`config.mk`:
```
export PLATFORM = sky130hd
export DESIGN_NAME = subtractor_serial_flat
export DESIGN_NICKNAME = d
export VERILOG_FILES = /design/src/rtl/subtractor_serial_if.sv /design/src/rtl/subtractor_serial.sv /design/src/flat_wrapper.sv
export SDC_FILE = /design/constraint.sdc
export NUM_CORES = 1
export LEC_CHECK = 0
export ABC_AREA = 1
export CAP_MARGIN = 20
export CORE_MARGIN = 2
export CORE_UTILIZATION = 25
export CTS_CLUSTER_DIAMETER = 80
export DETAILED_ROUTE_END_ITERATION = 16
export PLACE_DENSITY = 0.48
export SYNTH_ARGS = -nofsm -noshare
export SYNTH_HDL_FRONTEND = slang
export SYNTH_SLANG_ARGS = --single-unit
```
`constraint.sdc`:
```
create_clock -name clk -period 1.5 [get_ports clk]
set_clock_uncertainty 0.15 [all_clocks]
set_input_delay 0.3 -clock clk [delete_from_list [all_inputs] [get_ports clk]]
set_output_delay 0.3 -clock clk [all_outputs]
set_load 0.01 [all_outputs]
```
`src/rtl/subtractor_serial_if.sv`:
```
// Handshake and operand/result bundle for the bit-serial subtractor.
// The controller drives start/a/b and the subtractor returns status and results.
interface subtractor_serial_if #(
    parameter int WIDTH = 4
);
    logic             start;
    logic [WIDTH-1:0] a;
    logic [WIDTH-1:0] b;
    logic             busy;
    logic             done;
    logic [WIDTH-1:0] diff;
    logic             borrow;
    logic             zero;

    modport master (
        output start, a, b,
        input  busy, done, diff, borrow, zero
    );

    modport slave (
        input  start, a, b,
        output busy, done, diff, borrow, zero
    );
endinterface

```
`src/rtl/subtractor_serial.sv`:
```
// Bit-serial unsigned subtractor: diff = a - b, one bit per clock, LSB first.
// A single borrow flop ripples between bits; results hold until the next completion.
module subtractor_serial #(
    parameter int WIDTH = 4
) (
    input  logic              clk,
    input  logic              rst,
    subtractor_serial_if.slave bus
);
    localparam int              CW   = $clog2(WIDTH) + 1;
    localparam logic [CW-1:0]   LAST = CW'(WIDTH - 1);

    typedef enum logic {
        IDLE = 1'b0,
        RUN  = 1'b1
    } state_t;

    state_t           state_q, state_d;
    logic [WIDTH-1:0] sa_q, sa_d;
    logic [WIDTH-1:0] sb_q, sb_d;
    logic [WIDTH-1:0] sr_q, sr_d;
    logic             br_q, br_d;
    logic [CW-1:0]    cnt_q, cnt_d;
    logic             done_q, done_d;
    logic [WIDTH-1:0] diff_q, diff_d;
    logic             borrow_q, borrow_d;
    logic             zero_q, zero_d;

    logic             bit_d;
    logic             br_next;
    logic [WIDTH-1:0] sr_shift;

    always_ff @(posedge clk or posedge rst) begin
        if (rst) begin
            state_q  <= IDLE;
            sa_q     <= '0;
            sb_q     <= '0;
            sr_q     <= '0;
            br_q     <= 1'b0;
            cnt_q    <= '0;
            done_q   <= 1'b0;
            diff_q   <= '0;
            borrow_q <= 1'b0;
            zero_q   <= 1'b0;
        end else begin
            state_q  <= state_d;
            sa_q     <= sa_d;
            sb_q     <= sb_d;
            sr_q     <= sr_d;
            br_q     <= br_d;
            cnt_q    <= cnt_d;
            done_q   <= done_d;
            diff_q   <= diff_d;
            borrow_q <= borrow_d;
            zero_q   <= zero_d;
        end
    end

    // Full-subtractor cell for the current LSB; the new bit enters sr at the MSB.
    assign bit_d    = sa_q[0] ^ sb_q[0] ^ br_q;
    assign br_next  = (~sa_q[0] & sb_q[0]) | (~(sa_q[0] ^ sb_q[0]) & br_q);
    assign sr_shift = {bit_d, sr_q[WIDTH-1:1]};

    always_comb begin
        state_d  = state_q;
        sa_d     = sa_q;
        sb_d     = sb_q;
        sr_d     = sr_q;
        br_d     = br_q;
        cnt_d    = cnt_q;
        done_d   = 1'b0;
        diff_d   = diff_q;
        borrow_d = borrow_q;
        zero_d   = zero_q;

        case (state_q)
            IDLE: begin
                if (bus.start) begin
                    sa_d    = bus.a;
                    sb_d    = bus.b;
                    br_d    = 1'b0;
                    cnt_d   = '0;
                    state_d = RUN;
                end
            end
            RUN: begin
                sa_d  = sa_q >> 1;
                sb_d  = sb_q >> 1;
                sr_d  = sr_shift;
                br_d  = br_next;
                cnt_d = cnt_q + CW'(1);
                if (cnt_q == LAST) begin
                    diff_d   = sr_shift;
                    borrow_d = br_next;
                    zero_d   = (sr_shift == '0);
                    done_d   = 1'b1;
                    state_d  = IDLE;
                end
            end
            default: state_d = IDLE;
        endcase
    end

    assign bus.busy   = (state_q == RUN);
    assign bus.done   = done_q;
    assign bus.diff   = diff_q;
    assign bus.borrow = borrow_q;
    assign bus.zero   = zero_q;
endmodule

```
`src/flat_wrapper.sv`:
```
// flat-port wrapper written by rule: the top's interface ports become plain ports
module subtractor_serial_flat 
#(
    parameter int WIDTH = 4
)
  (clk, rst, bus_start, bus_a, bus_b, bus_busy, bus_done, bus_diff, bus_borrow, bus_zero);
  subtractor_serial_if #(.WIDTH(WIDTH)) bus_i ();
  input  logic clk;
  input  logic rst;
  input wire logic [$bits(bus_i.start)-1:0] bus_start;
  input wire logic [$bits(bus_i.a)-1:0] bus_a;
  input wire logic [$bits(bus_i.b)-1:0] bus_b;
  output wire logic [$bits(bus_i.busy)-1:0] bus_busy;
  output wire logic [$bits(bus_i.done)-1:0] bus_done;
  output wire logic [$bits(bus_i.diff)-1:0] bus_diff;
  output wire logic [$bits(bus_i.borrow)-1:0] bus_borrow;
  output wire logic [$bits(bus_i.zero)-1:0] bus_zero;
  assign bus_i.start = bus_start;
  assign bus_i.a = bus_a;
  assign bus_i.b = bus_b;
  assign bus_busy = bus_i.busy;
  assign bus_done = bus_i.done;
  assign bus_diff = bus_i.diff;
  assign bus_borrow = bus_i.borrow;
  assign bus_zero = bus_i.zero;
  subtractor_serial #(.WIDTH(WIDTH)) u_core (.clk(clk), .rst(rst), .bus(bus_i));
endmodule
```
==> metrics.txt <==
status=finished, final reports clean; clock root cell=clkbuf_8; gp weighted congestion=0.738; Slew Limit Fails=0; H-tree levels=1; final setup fails=0; Max-Cap Viols=0; crit path max-delay cell type=fa_1; crit path capture=u_core.bus.zero$_DFFE_PP0P_; IO Port Bufs=18; crit path kind=flop to flop; placed cell count=173; Net Sw Power=860 uW; syn_nets=118; Sink Count=23; core area=3740 sq um; Area Growth Syn to Fin=29.9%; worst path cell trace=inv_2 > fa_1 > nor2_1 > nand3_1 > nand2_1; DP HPWL=1280 um; most frequent cells in the layout=nand2_1, dfrtp_1, nand3_1, clkdlybuf4s50_1, buf_4; internal power=1.49 mW; share of layout cells above drive strength 1=0.162; met1 wire length=840 um; FILL cells=405; sequential share of the synthesized area=0.577; ant diodes=0; Hold-fix buffers, CTS=0; number of routed nets with antenna violations=0; critical-path maximum fanout=3; TritonCTS clock tree=yes; Worst setup startpoint=u_core.br_q$_DFFE_PP0P_; Final period util=0.946; YS warnings=0; Cells after Synth=104; vias in the first global route=712; initial antenna violation count=0; Synth cell types=16; met3 WL post-DR=129 um; RSZ-0062 raised after global routing=no; worst min path class=primary input to async pin; relative max-transition margin=0.805; GRT Total Usage=0.0895; switch share=0.366; Initial DRC Count=30; max incr delay on CP=580 ps; WL met2=719 um; vias per inst=4.14; Critical Path RT=1510 ps; multi-input logic area=342 sq um; register bit total from synthesis=23; worst r2r dst=u_core.bus.zero$_DFFE_PP0P_; CTS max path bufs=2; LEAKAGE=0.655 nW; Die X=67.2 um; clock share of power=0.160; sequential power share=0.427; Row Count=22; crit path capture type=flop; R2R setup slack=80 ps; nets=145; largest net degree at the start of global routing=24; drt wl/cell=9.57 um; GRT Residual Overflow=0; setup TNS=0 ps; Mapped Area=997 sq um; Tmin final=1420 ps; die area=4510 sq um; DRC viols=0; final hold viol count=0; Finished Layout Cells=178; highest routed layer=met4; initial core utilization=0.266; wire length of the first global-routing pass=3100 um; Chip Height=67.2 um; First-pass DRT Iterations=4; worst-skew pair later-pin latency=260 ps; critical path arrival=1430 ps; P per Cell Area=1810 nW/um^2; Worst VDD drop=0.000525 V; total clock buffers created by CTS=3; Via Count=737; commonest non-fill, non-tap cell in the layout=nand2_1; Register Area=576 sq um; Setup crit start kind=flop; I/O pins=19; worst slew pin tran=293 ps; Syn Area/Cell=9.59 sq um; combinational share of power=0.413; Reg clk slew, reported paths=80 ps; Worst R2R Path Depth=5; WL final=1700 um; RR Startpoint=u_core.br_q$_DFFE_PP0P_; highest clock rate=0.705 GHz
[metrics by stage]
step           setup WS, ps  power, mW  utilization  cell area [sq um]  hold slack [ps]
2_1_floorplan           152       1.70            -                997              152
3_3_place_gp           83.6       2.03        0.334               1250              307
3_5_place_dp           72.3       2.05        0.334               1250              310
4_1_cts                78.2       2.38        0.344               1290              236
5_1_grt                4.73       2.58        0.346               1290              249
6_report               81.5       2.35        0.346               1290              227
[flip-flops by register name, summed over array words and instances (netlist names), 3 cells and up]
| name | flops |
|---|---|
| u_core.bus.diff | 4 |
| u_core.sa_q | 4 |
| u_core.sr_q | 3 |
| u_core.sb_q | 4 |
| u_core.cnt_q | 3 |
[final cells by class]
cell class,instances,area share
clock buffer,3,0.0319
clock inverter,1,0.00386
inverter,9,0.0261
multi-input combinational,67,0.264
sequential,23,0.444
tap,48,0.0464
timing repair buffer,27,0.184
[critical path, delay by kind of cell, from the launching register on]
kind                     cells  cell delay (ps)
adder cells (fa/ha/maj)      1              580
flip-flops                   1              360
AND/OR/NAND/NOR              3              180
buffers and inverters        1               40
[synthesized netlist by cell type (all sizes together)]
cell | number | area [sq um]
inv | 9 | 33.8
nand2 | 35 | 134
ha | 2 | 25.0
fa | 1 | 20.0
buf | 5 | 46.3
dfrtp | 23 | 576
nand3 | 15 | 75.1
o21ai | 10 | 65.1
nor2 | 4 | 22.5
[metal layers]
metal / track usage / vias up
met5: 0 / -
met4: 0.0230 / 0
met3: 0.0300 / 3
met2: 0.136 / 22
met1: 0.122 / 335
li1: - / 377
[power by group through the flow]
stage                     sequential (mW)  clock [mW]  combinational, mW
after floorplan                      1.06           0              0.638
after global placement               1.01           0               1.01
after detailed placement             1.02           0               1.03
after CTS                            1.00       0.401              0.975
after global routing                 1.03       0.436               1.12
final                                1.00       0.375              0.971
[cell families (layout without fill, tap and decap cells)]
| logic type | Yosys count | count (layout) | share of synthesized area |
|---|---|---|---|
| AO/OA/AOI/OAI | 10 | 10 | 0.0652 |
| adder cells (fa/ha/maj) | 3 | 3 | 0.0452 |
| buffers and inverters | 14 | 40 | 0.0803 |
| flip-flops | 23 | 23 | 0.577 |
| AND/OR/NAND/NOR | 54 | 54 | 0.232 |
[how the worst min path moves through the flow]
| stage | depth (start not counted) | to |
|---|---|---|
| finish | 3 | u_core.bus.diff[3]$_DFFE_PP0P_ |
| global route | 3 | u_core.bus.diff[3]$_DFFE_PP0P_ |
| CTS | 3 | u_core.bus.diff[3]$_DFFE_PP0P_ |
| detailed placement | 2 | u_core.sb_q[3]$_DFFE_PP0P_ |
| global placement | 2 | u_core.sa_q[3]$_DFFE_PP0P_ |
| floorplan | 1 | u_core.br_q$_DFFE_PP0P_ |
[timing repair]
action,4_1_cts,5_1_grt
hold endpoints to repair,0,0
pin swaps,0,1
setup endpoints to repair,8,1
buffers inserted,0,1
resized for setup,8,1
No activity file was read; power rests on OpenSTA's default activity.
